===== src/rtl/multi_ch_sampler.sv =====
// multi_ch_sampler: gated, decimated multi-channel capture into a FIFO, serialised as framed bytes to one tx_unit.
// Optional trailing XOR checksum byte when MULTI_CH_SAMPLER_CHECKSUM_EN is defined.
module multi_ch_sampler #(
    parameter int NUM_CH = 2,
    parameter int SAMPLE_SIZE = 14,
    parameter int TX_DATA_SIZE = 8,
    parameter int FIFO_DEPTH = 16,
    parameter int DECIM_WIDTH = 8,
    parameter logic [TX_DATA_SIZE-1:0] HEADER = 8'hA5
) (
    input  logic                          i_clock,
    input  logic                          i_reset,
    input  logic [NUM_CH*SAMPLE_SIZE-1:0] i_data,
    input  logic                          i_gate,
    input  logic                          i_adc_init,
    input  logic [DECIM_WIDTH-1:0]        i_decim,
    input  logic                          i_next,
    output logic [TX_DATA_SIZE-1:0]       o_data,
    output logic                          o_valid,
    output logic                          o_overflow,
    output logic                          o_busy
);
    localparam int BPC = (SAMPLE_SIZE + TX_DATA_SIZE - 1) / TX_DATA_SIZE;
    localparam int NPAY = NUM_CH * BPC;
    localparam int CW = BPC * TX_DATA_SIZE;
    localparam int SRW = NPAY * TX_DATA_SIZE;
    localparam int DW = NUM_CH * SAMPLE_SIZE;
    localparam int AW = $clog2(FIFO_DEPTH);
    localparam int IW = $clog2(NPAY + 2);

    typedef enum logic [2:0] {IDLE, LOAD, ISSUE, WAIT_LOW, WAIT_HIGH} state_t;

    state_t state, next_state;
    logic gate_m, gate_s, cap_en, tick, push, pop, empty, full, issue, last;
    logic [DECIM_WIDTH-1:0] cnt, lim;
    logic [DW-1:0] mem [FIFO_DEPTH];
    logic [DW-1:0] rd_word;
    logic [AW:0] wptr, rptr;
    logic [SRW-1:0] padded, sr;
    logic [IW-1:0] idx;
    logic [TX_DATA_SIZE-1:0] cur_byte;

    always_ff @(posedge i_clock or posedge i_reset) begin
        if (i_reset) begin
            gate_m <= 1'b0;
            gate_s <= 1'b0;
        end else begin
            gate_m <= i_gate;
            gate_s <= gate_m;
        end
    end

    assign cap_en = gate_s & i_adc_init;
    assign tick = cap_en & (cnt == '0);

    // lim is reloaded only at a wrap so a new i_decim starts on a clean period
    always_ff @(posedge i_clock or posedge i_reset) begin
        if (i_reset) begin
            cnt <= '0;
            lim <= '0;
        end else if (!cap_en || cnt == lim) begin
            cnt <= '0;
            lim <= i_decim;
        end else begin
            cnt <= cnt + 1'b1;
        end
    end

    assign empty = wptr == rptr;
    assign full = (wptr[AW] != rptr[AW]) && (wptr[AW-1:0] == rptr[AW-1:0]);
    assign pop = state == LOAD;
    assign push = tick & (~full | pop);
    assign rd_word = mem[rptr[AW-1:0]];

    always_ff @(posedge i_clock) begin
        if (push) mem[wptr[AW-1:0]] <= i_data;
    end

    always_ff @(posedge i_clock or posedge i_reset) begin
        if (i_reset) begin
            wptr <= '0;
            rptr <= '0;
            o_overflow <= 1'b0;
        end else begin
            if (push) wptr <= wptr + 1'b1;
            if (pop) rptr <= rptr + 1'b1;
            if (tick & full & ~pop) o_overflow <= 1'b1;
        end
    end

    for (genvar k = 0; k < NUM_CH; k++) begin : g_pad
        assign padded[k*CW +: CW] = CW'(rd_word[k*SAMPLE_SIZE +: SAMPLE_SIZE]);
    end

`ifdef MULTI_CH_SAMPLER_CHECKSUM_EN
    localparam logic [IW-1:0] LAST = IW'(NPAY + 1);
    logic [TX_DATA_SIZE-1:0] csum;

    always_ff @(posedge i_clock or posedge i_reset) begin
        if (i_reset) csum <= '0;
        else if (pop) csum <= '0;
        else if (issue && idx != '0 && idx != LAST) csum <= csum ^ sr[TX_DATA_SIZE-1:0];
    end

    assign cur_byte = (idx == '0) ? HEADER : (idx == LAST) ? csum : sr[TX_DATA_SIZE-1:0];
`else
    localparam logic [IW-1:0] LAST = IW'(NPAY);

    assign cur_byte = (idx == '0) ? HEADER : sr[TX_DATA_SIZE-1:0];
`endif

    assign issue = (state == ISSUE) & i_next;
    assign last = idx == LAST;
    assign o_busy = ~empty | (state != IDLE);

    always_ff @(posedge i_clock or posedge i_reset) begin
        if (i_reset) state <= IDLE;
        else state <= next_state;
    end

    // a frame is only started while tx_unit is ready, so a stalled link leaves the FIFO untouched
    always_comb begin
        next_state = state;
        case (state)
            IDLE:      next_state = (!empty && i_next) ? LOAD : IDLE;
            LOAD:      next_state = ISSUE;
            ISSUE:     next_state = i_next ? WAIT_LOW : ISSUE;
            WAIT_LOW:  next_state = i_next ? WAIT_LOW : WAIT_HIGH;
            WAIT_HIGH: next_state = i_next ? (last ? IDLE : ISSUE) : WAIT_HIGH;
            default:   next_state = IDLE;
        endcase
    end

    always_ff @(posedge i_clock or posedge i_reset) begin
        if (i_reset) begin
            sr <= '0;
            idx <= '0;
            o_valid <= 1'b0;
            o_data <= '0;
        end else begin
            o_valid <= issue;
            if (pop) begin
                sr <= padded;
                idx <= '0;
            end
            if (issue) begin
                o_data <= cur_byte;
                if (idx != '0) sr <= sr >> TX_DATA_SIZE;
            end
            if (state == WAIT_HIGH && i_next) idx <= idx + 1'b1;
        end
    end
endmodule


===== config.mk =====
export PLATFORM = sky130hd
export DESIGN_NAME = multi_ch_sampler
export DESIGN_NICKNAME = d
export VERILOG_FILES = /design/src/rtl/multi_ch_sampler.sv
export SDC_FILE = /design/constraint.sdc
export NUM_CORES = 1
export LEC_CHECK = 0
export CORE_ASPECT_RATIO = 0.9
export CORE_MARGIN = 1
export CORE_UTILIZATION = 55
export CTS_CLUSTER_SIZE = 30
export DETAILED_ROUTE_END_ITERATION = 10
export GPL_ROUTABILITY_DRIVEN = 0
export PLACE_DENSITY = 0.82
export SYNTH_ARGS = -nofsm -noshare
export SYNTH_HDL_FRONTEND = slang
export SYNTH_SLANG_ARGS = --single-unit

===== constraint.sdc =====
create_clock -name i_clock -period 4 [get_ports i_clock]
set_input_delay 0.8 -clock i_clock [delete_from_list [all_inputs] [get_ports i_clock]]
set_output_delay 0.8 -clock i_clock [all_outputs]
set_load 0.005 [all_outputs]

* After elaboration in Yosys (flattened, before gate mapping) *
Memory sizes are Yosys's and may differ from the RTL's.
Index checks and enable logic that the tools add are counted.

storage, ports and cells
  latch bits = 0
  bits in registers = 76
  memories kept = 1
  memory bits (writable) = 448
  word-level logic and storage cells = 64
  memory bits (read-only) = 0

memory list
  name  depth  bits a word  read ports  clocked after Yosys merged registers in  wr ports  line  RTL
  mem   16     28           1           0                                        1         36    logic [DW-1:0] mem [FIFO_DEPTH];

operators by class
  equality and inequality tests = 9
  $mul = 0
  add/sub/neg operators = 4
  reductions and logical operators = 12
  bitwise operators = 11
  mux-type cells = 15
  magnitude comparators = 0
  shifts and indexed selects = 0
  div/mod/pow operators = 0

operators by type and width
  cell                 count
  $mux 32              3
  $mux 8               2
  $pmux 3 s5           1
  $mux 3               4
  $add 5x1->5 const B  2
  $add 8x1->8 const B  1
  $eq 8x8->1           1
  $logic_not 8->1      1
  $and 1x1->1          6
  $eq 3x2->1 const B   2
  $eq 3x3->1 const B   2
  $logic_not 3->1      2
  $reduce_bool 3->1    2
  $eq 5x5->1           1
  $eq 4x4->1           1
  $mux 1               4
  $add 3x1->3 const B  1
  $eq 3x1->1 const B   1
  $logic_and 1x1->1    3
  $not 1->1            3
  $logic_not 1->1      2
  $mux 2               1
  $or 1x1->1           2
  $reduce_bool 2->1    1
  2 further kinds      2

* Longest topological paths before layout *
  word-level depth = 7
  mapped depth = 8
  gate-level depth less buffers = 6

* Worst setup path after synthesis *
Ideal clock, no wire load.

  kind = input to register
  from = in i_adc_init
  to = mem mem[15][0] (netlist name) (enable)
  stages on the path = 3
  slack = 245 ps
  buffers on the path = 0
  setup time = 461 ps
  arrival time = 3294 ps
  path through = and2_0 > nand4_1 > a211oi_1

between the ends
  word-level cells in the longest chain between the ends = 5

RTL lines
  item                          line  RTL
  start: declaration            15    input logic i_adc_init,
  $and 1x1->1                   53    assign cap_en = gate_s & i_adc_init;
  $and 1x1->1                   54    assign tick = cap_en & (cnt == '0);
  $and 1x1->1                   72    assign push = tick & (~full | pop);
  $mux 1                        76    if (push) mem[wptr[AW-1:0]] <= i_data;
  $mux 1 (implied by the code)  76
  end: declaration              36

Every way passes these cells.

* Worst setup path after layout *
  from = reg rptr[0]
  to = out o_busy

between the ends
  word-level cells in the longest chain between the ends = 3

RTL lines
  item                      line  RTL
  start: declaration        38    logic [AW:0] wptr, rptr;
  start signal: assignment  86    if (pop) rptr <= rptr + 1'b1;
  $eq 5x5->1                69    assign empty = wptr == rptr;
  $not 1->1                 114   assign o_busy = ~empty | (state != IDLE);
  $or 1x1->1                114
  end: declaration          21    output logic o_busy

Every way passes these cells.

==> flow_metrics.tcl <==
set metrics [dict create \
    reg2reg_slack_ns 1.04 \
    synth_nets 1076 \
    min-delay-start "gate_m" \
    rr_endpoint "mem[14][14]" \
    yosysTopAreaCell "edfxtp_1" \
    overflow 0 \
    htreeDepth 2 \
    grt_use_total 0.230 \
    endpoint_kind "output pin" \
    critical_path_class "flip-flop to output pin" \
    synth_warnings 0 \
    nFillCells 2327 \
    dieArea_um2 38000 \
    synth_common_cells "448 x edfxtp_1, 100 x mux4_2, 76 x dfrtp_1" \
    vias 10100 \
    cts-root-buf "clkbuf_16" \
    leakagePower_nw 7.70 \
    finalClockSkew_ns 0.0333 \
    outcome "finished, final reports clean" \
    period_share 0.932 \
    layout-drive-gt1-share 0.218 \
    path_cells "xor2_1 > nor4_4 > nand3_1 > clkdlybuf4s50_1" \
    drv_cap 0 \
    synth-main-ff-cell "edfxtp_1" \
    routed_wl_um 42000 \
    synthXorXnorAreaFrac 0.0115 \
    start_util 0.563 \
    syn_to_final_growth_pct 13.7 \
    cts_setup_buffers 0 \
    powerDensity_nw_per_um2 650 \
    drc 0 \
    final_core_util 0.639 \
    wl_per_cell_um 26.0 \
    insertion_delay_ns 0.60 \
    yosysMostFrequentCell "edfxtp_1" \
    ys_seq_area_frac 0.750 \
    port_buffers 51 \
    synth_top_family_by_area "multiplexers" \
    clkSlewWorstSetupHoldPaths_ns 0.06 \
    reg2reg_depth 6 \
    grt_max_degree 85 \
    synth-edff-count 448 \
    cp_data_arrival_time_ns 2.93 \
    clock_path_buffers 3 \
    post_cts_resized 0 \
    ant_nets 0 \
    io_pins 52 \
    hpwl_um 24200 \
    cts_tree "yes" \
    fmax_mhz 268 \
    diodes 0 \
    min-delay-path-class "flip-flop to flip-flop" \
    die_w_um 205 \
    firstDrtPassIters 5 \
    synth_compound_area_frac 0.0479 \
    whs_path_depth 0 \
    grt_pass1_vias 10400 \
    die_y_um 185 \
    synth_cell_type_count 53 \
    via_per_inst 6.27 \
    max_stage_delay_ns 0.87 \
    synth_area_per_cell_um2 20.0 \
    cts.sinks 524 \
    synth_mux_area_frac 0.139 \
    layout.nets 1149 \
    synth.cell_area_um2 20500 \
    required_ns 3.20 \
    hold_end "gate_s" \
    reg2reg_from "rptr[0]" \
    worst_path_max_delay_cell "dfrtp_4" \
    crit_fanout 36 \
    synthArstFlopShare 0.145 \
    fp-row-count 66 \
    relSlewSlack 0.332 \
    period_needed_ns 3.73 \
    multiInputGateArea_um2 4830 \
    cts_inserted_buffers 51 \
    finalSetupViolCount 0 \
    tightest_slew_ns 1.00 \
    rsz0062_at_grt "false" \
    synth_fa_ha_area_frac 0.00550 \
    slew_viol_final 0 \
    critPathLaunchType "flip-flop" \
    synthSimpleGateAreaFrac 0.0307 \
    syn_inst 1026 \
    regArea_um2 15400 \
    hold_viol 0 \
    synth.top_cells.by_area "edfxtp_1 66%, mux4_2 11%, dfrtp_1 9.3%, o221ai_2 1.4%, mux2_1 1.3%" \
    antenna_found_initial 0 \
    cts.hold.buffers_added 0 \
    ys_ff_latch 524 \
    synth_top_area_frac 0.657 \
    finalSetupTns_ns 0 \
    ir_worst_vdd_v 0.000423 \
    drtIter0Drc 1150 \
    coreArea_um2 36400 \
    grt_pass1_wl_um 63800 \
]
## worst max path at each step
stage,startpoint,end,cells past startpoint
floorplan,i_adc_init,mem[15][0],3
global placement,i_adc_init,mem[0][14],7
detailed placement,i_adc_init,mem[7][13],5
CTS,rptr[0],o_busy,4
global route,rptr[0],o_busy,4
finish,rptr[0],o_busy,4
## power breakdown
group | internal (mW) | total [mW] | switching [mW]
Sequential | 6.42 | 6.96 | 0.543
Combinational | 1.74 | 3.49 | 1.75
Clock | 2.69 | 4.69 | 2.00
## worst max-delay path, delay by kind of cell (launching register included)
family                    cells  cell delay, ns
DFF                           1            0.87
and+or+nand+nor               2            0.78
buffers and inverters         1            0.49
xor gates and xnor gates      1            0.20
## sequential cells by signal, summed over array words and instances, names as in the netlist, 3 cells and up
register,cells
cnt,8
idx,3
lim,8
mem,448
o_data,8
rptr,5
sr,32
state,3
wptr,5
## logic make-up after synthesis
| group | after synthesis |
|---|---|
| fa+ha+maj | 9 |
| compound gates | 130 |
| xor+xnor | 27 |
| mux | 155 |
| simple gates | 116 |
| buf+inv | 65 |
| flops | 524 |
## routing by layer
layer / wire [um] / track usage
met1: 17000 / 0.316
met2: 20900 / 0.377
met3: 2900 / 0.0403
met4: 1170 / 0.0779
met5: 0 / 0
## layout by cell type, fill, tap and decap left out, drive strengths merged, types with 10 or more instances in the layout
cell,netlist,final
xor2,16,16
mux2i,24,24
clkdlybuf4s50,0,51
and3,16,16
mux2,31,31
nand2,41,41
inv,9,10
clkinv,0,10
xnor2,11,11
mux4,100,100
nand3,12,12
o221ai,22,22
a22oi,12,12
and2,15,15
clkbuf,16,84
nor2,10,10
dfrtp,76,76
a21oi,40,40
o22ai,24,24
buf,40,25
edfxtp,448,448
## through the flow
step                      total power [mW]  worst slack [ns]  hold WS, ns  cell area [um2]  cells
after floorplan                       9.56             0.245        0.331            20500   1026
final                                 15.1             0.273        0.345            23300   1618
after global placement                10.4             0.807        0.332            21600   1522
after CTS                             15.2             0.208        0.349            23300   1618
after global routing                  15.7            0.0321        0.357            23300   1618
after detailed placement              10.5             0.774        0.336            21600   1522
## area by class of cell
type / instances / share of cell area
Timing Repair Buffer: 76 / 0.0343
Multi-Input combinational cell: 437 / 0.207
Inverter: 9 / 0.00150
Tap cell: 476 / 0.0256
Clock inverter: 12 / 0.00575
Sequential cell: 524 / 0.660
Clock buffer: 84 / 0.0657
No activity file was read; power rests on OpenSTA's default activity.
